## src/rtl/mem_port_pkg.sv

```systemverilog
// rtl/mem_port_pkg.sv - shared RAM write-width type
package mem_port_pkg;
   typedef enum logic [1:0] {
      write_byte     = 2'd0,
      write_halfword = 2'd1,
      write_word     = 2'd2
   } write_width_t;
endpackage

```

## src/rtl/mem_port_arbiter_if.sv

```systemverilog
// rtl/mem_port_arbiter_if.sv - fetch/data request, response and RAM port bundle
interface mem_port_arbiter_if;
   logic                       if_req_valid;
   logic                       if_req_ready;
   logic [31:0]                if_addr;
   logic                       if_resp_valid;
   logic [31:0]                if_resp_data;
   logic                       d_req_valid;
   logic                       d_req_ready;
   logic [31:0]                d_addr;
   logic                       d_w_enable;
   logic [31:0]                d_w_data;
   mem_port_pkg::write_width_t d_w_width;
   logic                       d_resp_valid;
   logic [31:0]                d_resp_data;
   logic                       d_resp_err;
   logic [31:0]                ram_addr;
   logic [31:0]                ram_w_data;
   mem_port_pkg::write_width_t ram_w_width;
   logic                       ram_w_enable;
   logic [31:0]                ram_r_data;

   modport slave (
      input  if_req_valid, if_addr, d_req_valid, d_addr, d_w_enable, d_w_data, d_w_width, ram_r_data,
      output if_req_ready, if_resp_valid, if_resp_data, d_req_ready, d_resp_valid, d_resp_data,
             d_resp_err, ram_addr, ram_w_data, ram_w_width, ram_w_enable
   );

   modport master (
      output if_req_valid, if_addr, d_req_valid, d_addr, d_w_enable, d_w_data, d_w_width, ram_r_data,
      input  if_req_ready, if_resp_valid, if_resp_data, d_req_ready, d_resp_valid, d_resp_data,
             d_resp_err, ram_addr, ram_w_data, ram_w_width, ram_w_enable
   );
endinterface

```

## src/rtl/mem_port_arbiter.sv

```systemverilog
// rtl/mem_port_arbiter.sv - shares one single-port RAM between fetch and load/store
// Data wins ties; fetch takes priority after STARVE_LIMIT consecutive losses.
module mem_port_arbiter
   import mem_port_pkg::*;
#(
   parameter int unsigned STARVE_LIMIT = 4
) (
   input  logic             clock,
   input  logic             reset_n,
   mem_port_arbiter_if.slave bus
);

   typedef enum logic [2:0] {
      TAG_NONE,
      TAG_IF,
      TAG_D_LOAD,
      TAG_D_STORE,
      TAG_D_ERR
   } tag_t;

   localparam logic [3:0] LIMIT = 4'(STARVE_LIMIT);

   tag_t       tag;
   logic [3:0] starve_cnt;
   logic       fetch_prio;
   logic       grant_if;
   logic       grant_d;
   logic       misaligned;

   always_comb begin
      misaligned = 1'b0;
      case (bus.d_w_width)
         write_word:     misaligned = (bus.d_addr[1:0] != 2'b00);
         write_halfword: misaligned = bus.d_addr[0];
         default:        misaligned = 1'b0;
      endcase
   end

   // Grants are masked by reset so nothing is ready while reset_n is low.
   assign fetch_prio = (starve_cnt == LIMIT);
   assign grant_if   = reset_n && bus.if_req_valid && (!bus.d_req_valid || fetch_prio);
   assign grant_d    = reset_n && bus.d_req_valid && !grant_if;

   assign bus.if_req_ready = grant_if;
   assign bus.d_req_ready  = grant_d;

   always_comb begin
      bus.ram_addr     = 32'd0;
      bus.ram_w_data   = 32'd0;
      bus.ram_w_width  = write_word;
      bus.ram_w_enable = 1'b0;
      if (grant_if) begin
         bus.ram_addr = bus.if_addr;
      end else if (grant_d) begin
         bus.ram_addr     = bus.d_addr;
         bus.ram_w_data   = bus.d_w_data;
         bus.ram_w_width  = bus.d_w_width;
         bus.ram_w_enable = bus.d_w_enable && !misaligned;
      end
   end

   always_ff @(posedge clock or negedge reset_n) begin
      if (!reset_n) begin
         tag        <= TAG_NONE;
         starve_cnt <= 4'd0;
      end else begin
         if (grant_if) begin
            tag <= TAG_IF;
         end else if (grant_d) begin
            if (misaligned)          tag <= TAG_D_ERR;
            else if (bus.d_w_enable) tag <= TAG_D_STORE;
            else                     tag <= TAG_D_LOAD;
         end else begin
            tag <= TAG_NONE;
         end

         if (bus.if_req_valid && !grant_if) begin
            if (starve_cnt != LIMIT) starve_cnt <= starve_cnt + 4'd1;
         end else begin
            starve_cnt <= 4'd0;
         end
      end
   end

   // RAM read data arrives the cycle after the grant; the tag routes it.
   assign bus.if_resp_valid = (tag == TAG_IF);
   assign bus.if_resp_data  = (tag == TAG_IF) ? bus.ram_r_data : 32'd0;
   assign bus.d_resp_valid  = (tag == TAG_D_LOAD) || (tag == TAG_D_STORE) || (tag == TAG_D_ERR);
   assign bus.d_resp_data   = (tag == TAG_D_LOAD) ? bus.ram_r_data : 32'd0;
   assign bus.d_resp_err    = (tag == TAG_D_ERR);

endmodule

```

## src/flat_wrapper.sv

```systemverilog
// flat-port wrapper written by rule: the top's interface ports become plain ports
module mem_port_arbiter_flat import mem_port_pkg::*;
#(
   parameter int unsigned STARVE_LIMIT = 4
)
  (clock, reset_n, bus_if_req_valid, bus_if_addr, bus_d_req_valid, bus_d_addr, bus_d_w_enable, bus_d_w_data, bus_d_w_width, bus_ram_r_data, bus_if_req_ready, bus_if_resp_valid, bus_if_resp_data, bus_d_req_ready, bus_d_resp_valid, bus_d_resp_data, bus_d_resp_err, bus_ram_addr, bus_ram_w_data, bus_ram_w_width, bus_ram_w_enable);
  mem_port_arbiter_if bus_i ();
  input  logic clock;
  input  logic reset_n;
  input wire logic [$bits(bus_i.if_req_valid)-1:0] bus_if_req_valid;
  input wire logic [$bits(bus_i.if_addr)-1:0] bus_if_addr;
  input wire logic [$bits(bus_i.d_req_valid)-1:0] bus_d_req_valid;
  input wire logic [$bits(bus_i.d_addr)-1:0] bus_d_addr;
  input wire logic [$bits(bus_i.d_w_enable)-1:0] bus_d_w_enable;
  input wire logic [$bits(bus_i.d_w_data)-1:0] bus_d_w_data;
  input wire logic [$bits(bus_i.d_w_width)-1:0] bus_d_w_width;
  input wire logic [$bits(bus_i.ram_r_data)-1:0] bus_ram_r_data;
  output wire logic [$bits(bus_i.if_req_ready)-1:0] bus_if_req_ready;
  output wire logic [$bits(bus_i.if_resp_valid)-1:0] bus_if_resp_valid;
  output wire logic [$bits(bus_i.if_resp_data)-1:0] bus_if_resp_data;
  output wire logic [$bits(bus_i.d_req_ready)-1:0] bus_d_req_ready;
  output wire logic [$bits(bus_i.d_resp_valid)-1:0] bus_d_resp_valid;
  output wire logic [$bits(bus_i.d_resp_data)-1:0] bus_d_resp_data;
  output wire logic [$bits(bus_i.d_resp_err)-1:0] bus_d_resp_err;
  output wire logic [$bits(bus_i.ram_addr)-1:0] bus_ram_addr;
  output wire logic [$bits(bus_i.ram_w_data)-1:0] bus_ram_w_data;
  output wire logic [$bits(bus_i.ram_w_width)-1:0] bus_ram_w_width;
  output wire logic [$bits(bus_i.ram_w_enable)-1:0] bus_ram_w_enable;
  assign bus_i.if_req_valid = bus_if_req_valid;
  assign bus_i.if_addr = bus_if_addr;
  assign bus_i.d_req_valid = bus_d_req_valid;
  assign bus_i.d_addr = bus_d_addr;
  assign bus_i.d_w_enable = bus_d_w_enable;
  assign bus_i.d_w_data = bus_d_w_data;
  assign bus_i.d_w_width = bus_d_w_width;
  assign bus_i.ram_r_data = bus_ram_r_data;
  assign bus_if_req_ready = bus_i.if_req_ready;
  assign bus_if_resp_valid = bus_i.if_resp_valid;
  assign bus_if_resp_data = bus_i.if_resp_data;
  assign bus_d_req_ready = bus_i.d_req_ready;
  assign bus_d_resp_valid = bus_i.d_resp_valid;
  assign bus_d_resp_data = bus_i.d_resp_data;
  assign bus_d_resp_err = bus_i.d_resp_err;
  assign bus_ram_addr = bus_i.ram_addr;
  assign bus_ram_w_data = bus_i.ram_w_data;
  assign bus_ram_w_width = bus_i.ram_w_width;
  assign bus_ram_w_enable = bus_i.ram_w_enable;
  mem_port_arbiter #(.STARVE_LIMIT(STARVE_LIMIT)) u_core (.clock(clock), .reset_n(reset_n), .bus(bus_i));
endmodule
```

## config.mk

```make
export PLATFORM = sky130hd
export DESIGN_NAME = mem_port_arbiter_flat
export DESIGN_NICKNAME = d
export VERILOG_FILES = /design/src/rtl/mem_port_pkg.sv /design/src/rtl/mem_port_arbiter_if.sv /design/src/rtl/mem_port_arbiter.sv /design/src/flat_wrapper.sv
export SDC_FILE = /design/constraint.sdc
export NUM_CORES = 1
export LEC_CHECK = 0
export ABC_AREA = 1
export CAP_MARGIN = 20
export CORE_MARGIN = 10
export CORE_UTILIZATION = 20
export CTS_CLUSTER_DIAMETER = 60
export DETAILED_ROUTE_END_ITERATION = 7
export PLACE_DENSITY_LB_ADDON = 0.08
export SETUP_SLACK_MARGIN = 0.5
export SLEW_MARGIN = 20
export SYNTH_ARGS = -nofsm -noshare
export SYNTH_HDL_FRONTEND = slang
export SYNTH_SLANG_ARGS = --single-unit
```

## constraint.sdc

```tcl
create_clock -name clock -period 1.5 [get_ports clock]
set_clock_uncertainty 0.05 [all_clocks]
set_input_delay 0.3 -clock clock [delete_from_list [all_inputs] [get_ports clock]]
set_output_delay 0.3 -clock clock [all_outputs]
set_load 0.05 [all_outputs]
```

==> results of run 1 <==
## through the flow
| stage | worst slack [ns] | hold WS [ns] | utilization, % |
|---|---|---|---|
| 2_1_floorplan | -0.409 | -0.0456 | - |
| 3_3_place_gp | -0.561 | 0.490 | 88.8 |
| 3_5_place_dp | -0.573 | 0.544 | 88.8 |
## kinds of logic after synthesis
family | after synthesis
AO/OA/AOI/OAI | 7
XOR/XNOR | 2
adder cells (fa/ha/maj) | 4
buffers and inverters | 98
flip-flops | 7
AND/OR/NAND/NOR | 223
==> flow_summary.toml, run 1 <==
[clock_network]
cts_sinks = 7
hold_buffers = 0
postCtsResizedCells = 143
clock_path_buffers = 2
root_buffer = "clkbuf_8"
htreeDepth = 1
postCtsSetupBuffers = 12
cts_buffers = 3

[floorplan]
dieWidth_um = 110
die_h_um = 110
io_pins = 271
start_util_pct = 20.9
std_cell_rows = 32

[yosys]
synth_top_family_by_area = "simple AND/OR/NAND/NOR gates"
syn_area_um2 = 1640
ys_types = 19
yosys.area_share.xor_xnor_pct = 1.07
ys_seq_elements = 7
synth_compound_area_share_pct = 2.83
synth_most_common_cell = "nor2_1"
synthAdderAreaFrac_pct = 3.06
synth_area_leaders = "nor2_1, inv_1, nand2_1"
async_flop_share_pct = 100
synthSimpleGateAreaFrac_pct = 56.5
yosysSeqAreaShare_pct = 10.7
synthMuxAreaShare_pct = 0
synth-edff-count = 0
ys_warn_count = 0
netlist.area_leader.share_pct = 24.8
syn_nets = 480
synthCells = 341
syn-mean-instance-area_um2 = 4.80
yosys.area.top_type = "nor2_1"
ys_top_cells_by_count = "nor2_1, inv_1, nand2_1"
synth_ff_type = "dfrtp_1"

[place]
place_inst = 734
gp_congestion = 0.826
placed_cell_area_um2 = 6970
dp_hpwl_um = 12800
numPortBuffers = 270

[outcome]
lastStage = "4_1_cts"
outcome = "stopped before the end"
tool.error = "[ERROR DPL-0033] detailed placement checks failed during check placement."
==> run 2: changes to the inputs <==
--- a/config.mk
+++ b/config.mk
@@ -8,11 +8,9 @@
 export ABC_AREA = 1
 export CAP_MARGIN = 20
 export CORE_MARGIN = 10
-export CORE_UTILIZATION = 20
-export CTS_CLUSTER_DIAMETER = 60
+export CORE_UTILIZATION = 22
 export DETAILED_ROUTE_END_ITERATION = 7
-export PLACE_DENSITY_LB_ADDON = 0.08
-export SETUP_SLACK_MARGIN = 0.5
+export PLACE_DENSITY_LB_ADDON = 0.15
 export SLEW_MARGIN = 20
 export SYNTH_ARGS = -nofsm -noshare
 export SYNTH_HDL_FRONTEND = slang
==> constraint.sdc (replaced) <==
create_clock -name clock -period 2 [get_ports clock]
set_clock_uncertainty 0.05 [all_clocks]
set_input_delay 0.4 -clock clock [delete_from_list [all_inputs] [get_ports clock]]
set_output_delay 0.4 -clock clock [all_outputs]
set_load 0.05 [all_outputs]
==> flow_summary.toml, run 2 <==
[yosys]
synth_top_family_by_area = "simple AND/OR/NAND/NOR gates"
ys_warn_count = 0
synth_ff_type = "dfrtp_1"
synthSimpleGateAreaFrac_pct = 56.5
synthMuxAreaShare_pct = 0
ys_top_cells_by_count = "nor2_1, inv_1, nand2_1"
synth-edff-count = 0
yosysSeqAreaShare_pct = 10.7
yosys.area.top_type = "nor2_1"
syn_nets = 480
ys_seq_elements = 7
synth_most_common_cell = "nor2_1"
synth_area_leaders = "nor2_1, inv_1, nand2_1"
netlist.area_leader.share_pct = 24.8
synthCells = 341
ys_types = 19
async_flop_share_pct = 100
syn_area_um2 = 1640
synthAdderAreaFrac_pct = 3.06
synth_compound_area_share_pct = 2.83
syn-mean-instance-area_um2 = 4.80
yosys.area_share.xor_xnor_pct = 1.07

[floorplan]
start_util_pct = 22.6
die_h_um = 106
dieArea_um2 = 11300
dieWidth_um = 106
io_pins = 271
std_cell_rows = 31
core_area_um2 = 7250

[timing]
slew-limit-headroom_pct = 71.7
fin_crit_sh_pct = 108
worstMarginPinSlew_ns = 0.420
hold_slack_ns = 0.240
min_period_ns = 2.16
setup_ws_ns = -0.157
setup_viol = 73
rsz0062_at_grt = "yes"
slew_violations = 0
final_hold_viol_count = 0
max_freq_mhz = 464

[cells_and_area]
seqCellArea_um2 = 175
largest_register_ffs = 4
reg.largest.list = "u_core.starve_cnt (4), u_core.tag (3)"
finalNonFillerCells = 737
syn_to_final_growth_pct = 297
final_util_pct = 89.7
num_antenna_cells = 0
regMostFlops = "u_core.starve_cnt"
final_common_cell = "clkdlybuf4s50_1"
multi_input_area_um2 = 1710
final_cell_mix = "clkdlybuf4s50_1, buf_12, inv_1"
drive_above_1_share_pct = 50.9
nNetsFinal = 778
nFillCells = 313

[worst_setup_path]
cp-start-kind = "flop"
crit_type = "reg -> out"
crit_path_end_kind = "output port"
required_ns = 1.55
cp_max_fo = 6
crit_arrival_ns = 1.71

[place]
dp_hpwl_um = 11900
place_inst = 719
numPortBuffers = 270
gp_congestion = 0.828

[worst_hold_path]
hp-class = "in -> async"

[route]
routed_via_density = 4.49
wl_per_cell_um = 19.0
drt-pass1-iter-count = 4
drc = 0
drt-initial-drc-count = 75
routed_wl_um = 14000
antenna_left = 0
num_vias = 3306

[grt]
grt_remaining_overflow = 0
first_global_vias = 3629
grt_max_degree = 35
track_usage_pct = 23.1
grt_pass1_wl_um = 20800
antenna_found_initial = 0

[pwr]
powerDensity_nw_per_um2 = 347
p_leak_nw = 2.99
intPower_mw = 1.17
clockPowerShare_pct = 8.8
sequentialPowerShare_pct = 7.4
swShare_pct = 47.9
switchingPower_mw = 1.08
pwr-share-comb_pct = 83.8
vdd_drop_max_v = 0.000182

[clock_network]
hold_buffers = 0
root_buffer = "clkbuf_8"
htreeDepth = 1
cts_sinks = 7
worstSkewPairLatency_ns = 0.23
cts_tree = "yes"
cts_buffers = 3
path_clk_slew_ns = 0.04
clock_path_buffers = 2

[job]
drv_cap = 0

[outcome]
outcome = "finished with violations"
violations = "setup timing"
==> run 2: cell counts after synthesis <==
Identical to the previous run, type by type.
==> run 2: timing repair <==
action,4_1_cts,5_1_grt
pin swaps,9,7
gates cloned,2,0
gates resized for setup,49,31
buffers inserted,11,1
setup endpoints to repair,97,98
==> run 2: final cells by class <==
class	instances	share of cell area, %
clock inverters	1	0.0770
clock buffers	3	0.635
multi-input cells	236	26.3
flip-flops and latches	7	2.69
well taps	99	1.90
repair buffers	311	63.7
inverters	80	4.71
==> run 2: through the flow <==
stage	area, um2	TNS [ns]	power (mW)	setup slack (ns)
floorplan	2180	-0.712	1.04	-0.0611
global placement	6090	-15.17	1.92	-0.283
detailed placement	6090	-17.45	1.95	-0.344
CTS	6410	-7.17	2.23	-0.146
global route	6500	-13.61	2.35	-0.220
finish	6500	-7.46	2.25	-0.157
==> run 2: final timing paths <==
kind / from / endpoint / slack, ns / depth (start not counted)
max in group asynchronous: reset_n / u_core.tag[0] / 1.54 / 2
hold / removal: reset_n / u_core.starve_cnt[1] / 0.24 / 2
min in group clock: u_core.starve_cnt[3] / u_core.starve_cnt[3] / 0.59 / 3
setup reg to reg: u_core.starve_cnt[1] / u_core.starve_cnt[0] / 0.58 / 8
setup / recovery: u_core.starve_cnt[0] / bus_ram_w_data[6] / -0.16 / 10
hold reg to reg: u_core.starve_cnt[3] / u_core.starve_cnt[3] / 0.59 / 3
==> run 2: cells by family after synthesis <==
| family | Yosys count |
|---|---|
| and+or+nand+nor | 223 |
| buffers and inverters | 98 |
| AOI/OAI and AO/OA | 7 |
| DFF | 7 |
| adders and majority gates | 4 |
| xor gates and xnor gates | 2 |
==> run 2: critical path: stages (launching register included) <==
cell and delay [ns]:
dfrtp_1 0.37, inv_2 0.06, ha_4 0.16, nand3_4 0.11, nand2_4 0.06, nand2_4 0.08, nand2_4 0.08, buf_12 0.15
buf_12 0.14, nor2_4 0.12, buf_12 0.14
==> run 2: layer usage <==
| layer | wire length (um) | vias up | GRT usage [%] | share of wire (%) |
|---|---|---|---|---|
| met5 | 0 | - | 0 | 0 |
| met1 | 3990 | 1503 | 19.1 | 28 |
| met4 | 520 | 0 | 7.83 | 3.7 |
| met2 | 7910 | 202 | 46.8 | 56 |
| met3 | 1590 | 30 | 10.2 | 11 |
| li1 | - | 1571 | - | - |
==> run 2: power groups by stage <==
stage          Combinational, mW  Sequential (mW)  Clock (mW)
3_3_place_gp                1.75            0.168           0
3_5_place_dp                1.78            0.169           0
5_1_grt                     1.97            0.168       0.209
4_1_cts                     1.86            0.166       0.203
2_1_floorplan              0.869            0.167           0
6_report                    1.89            0.167       0.197
No activity file was read; power rests on OpenSTA's default activity.
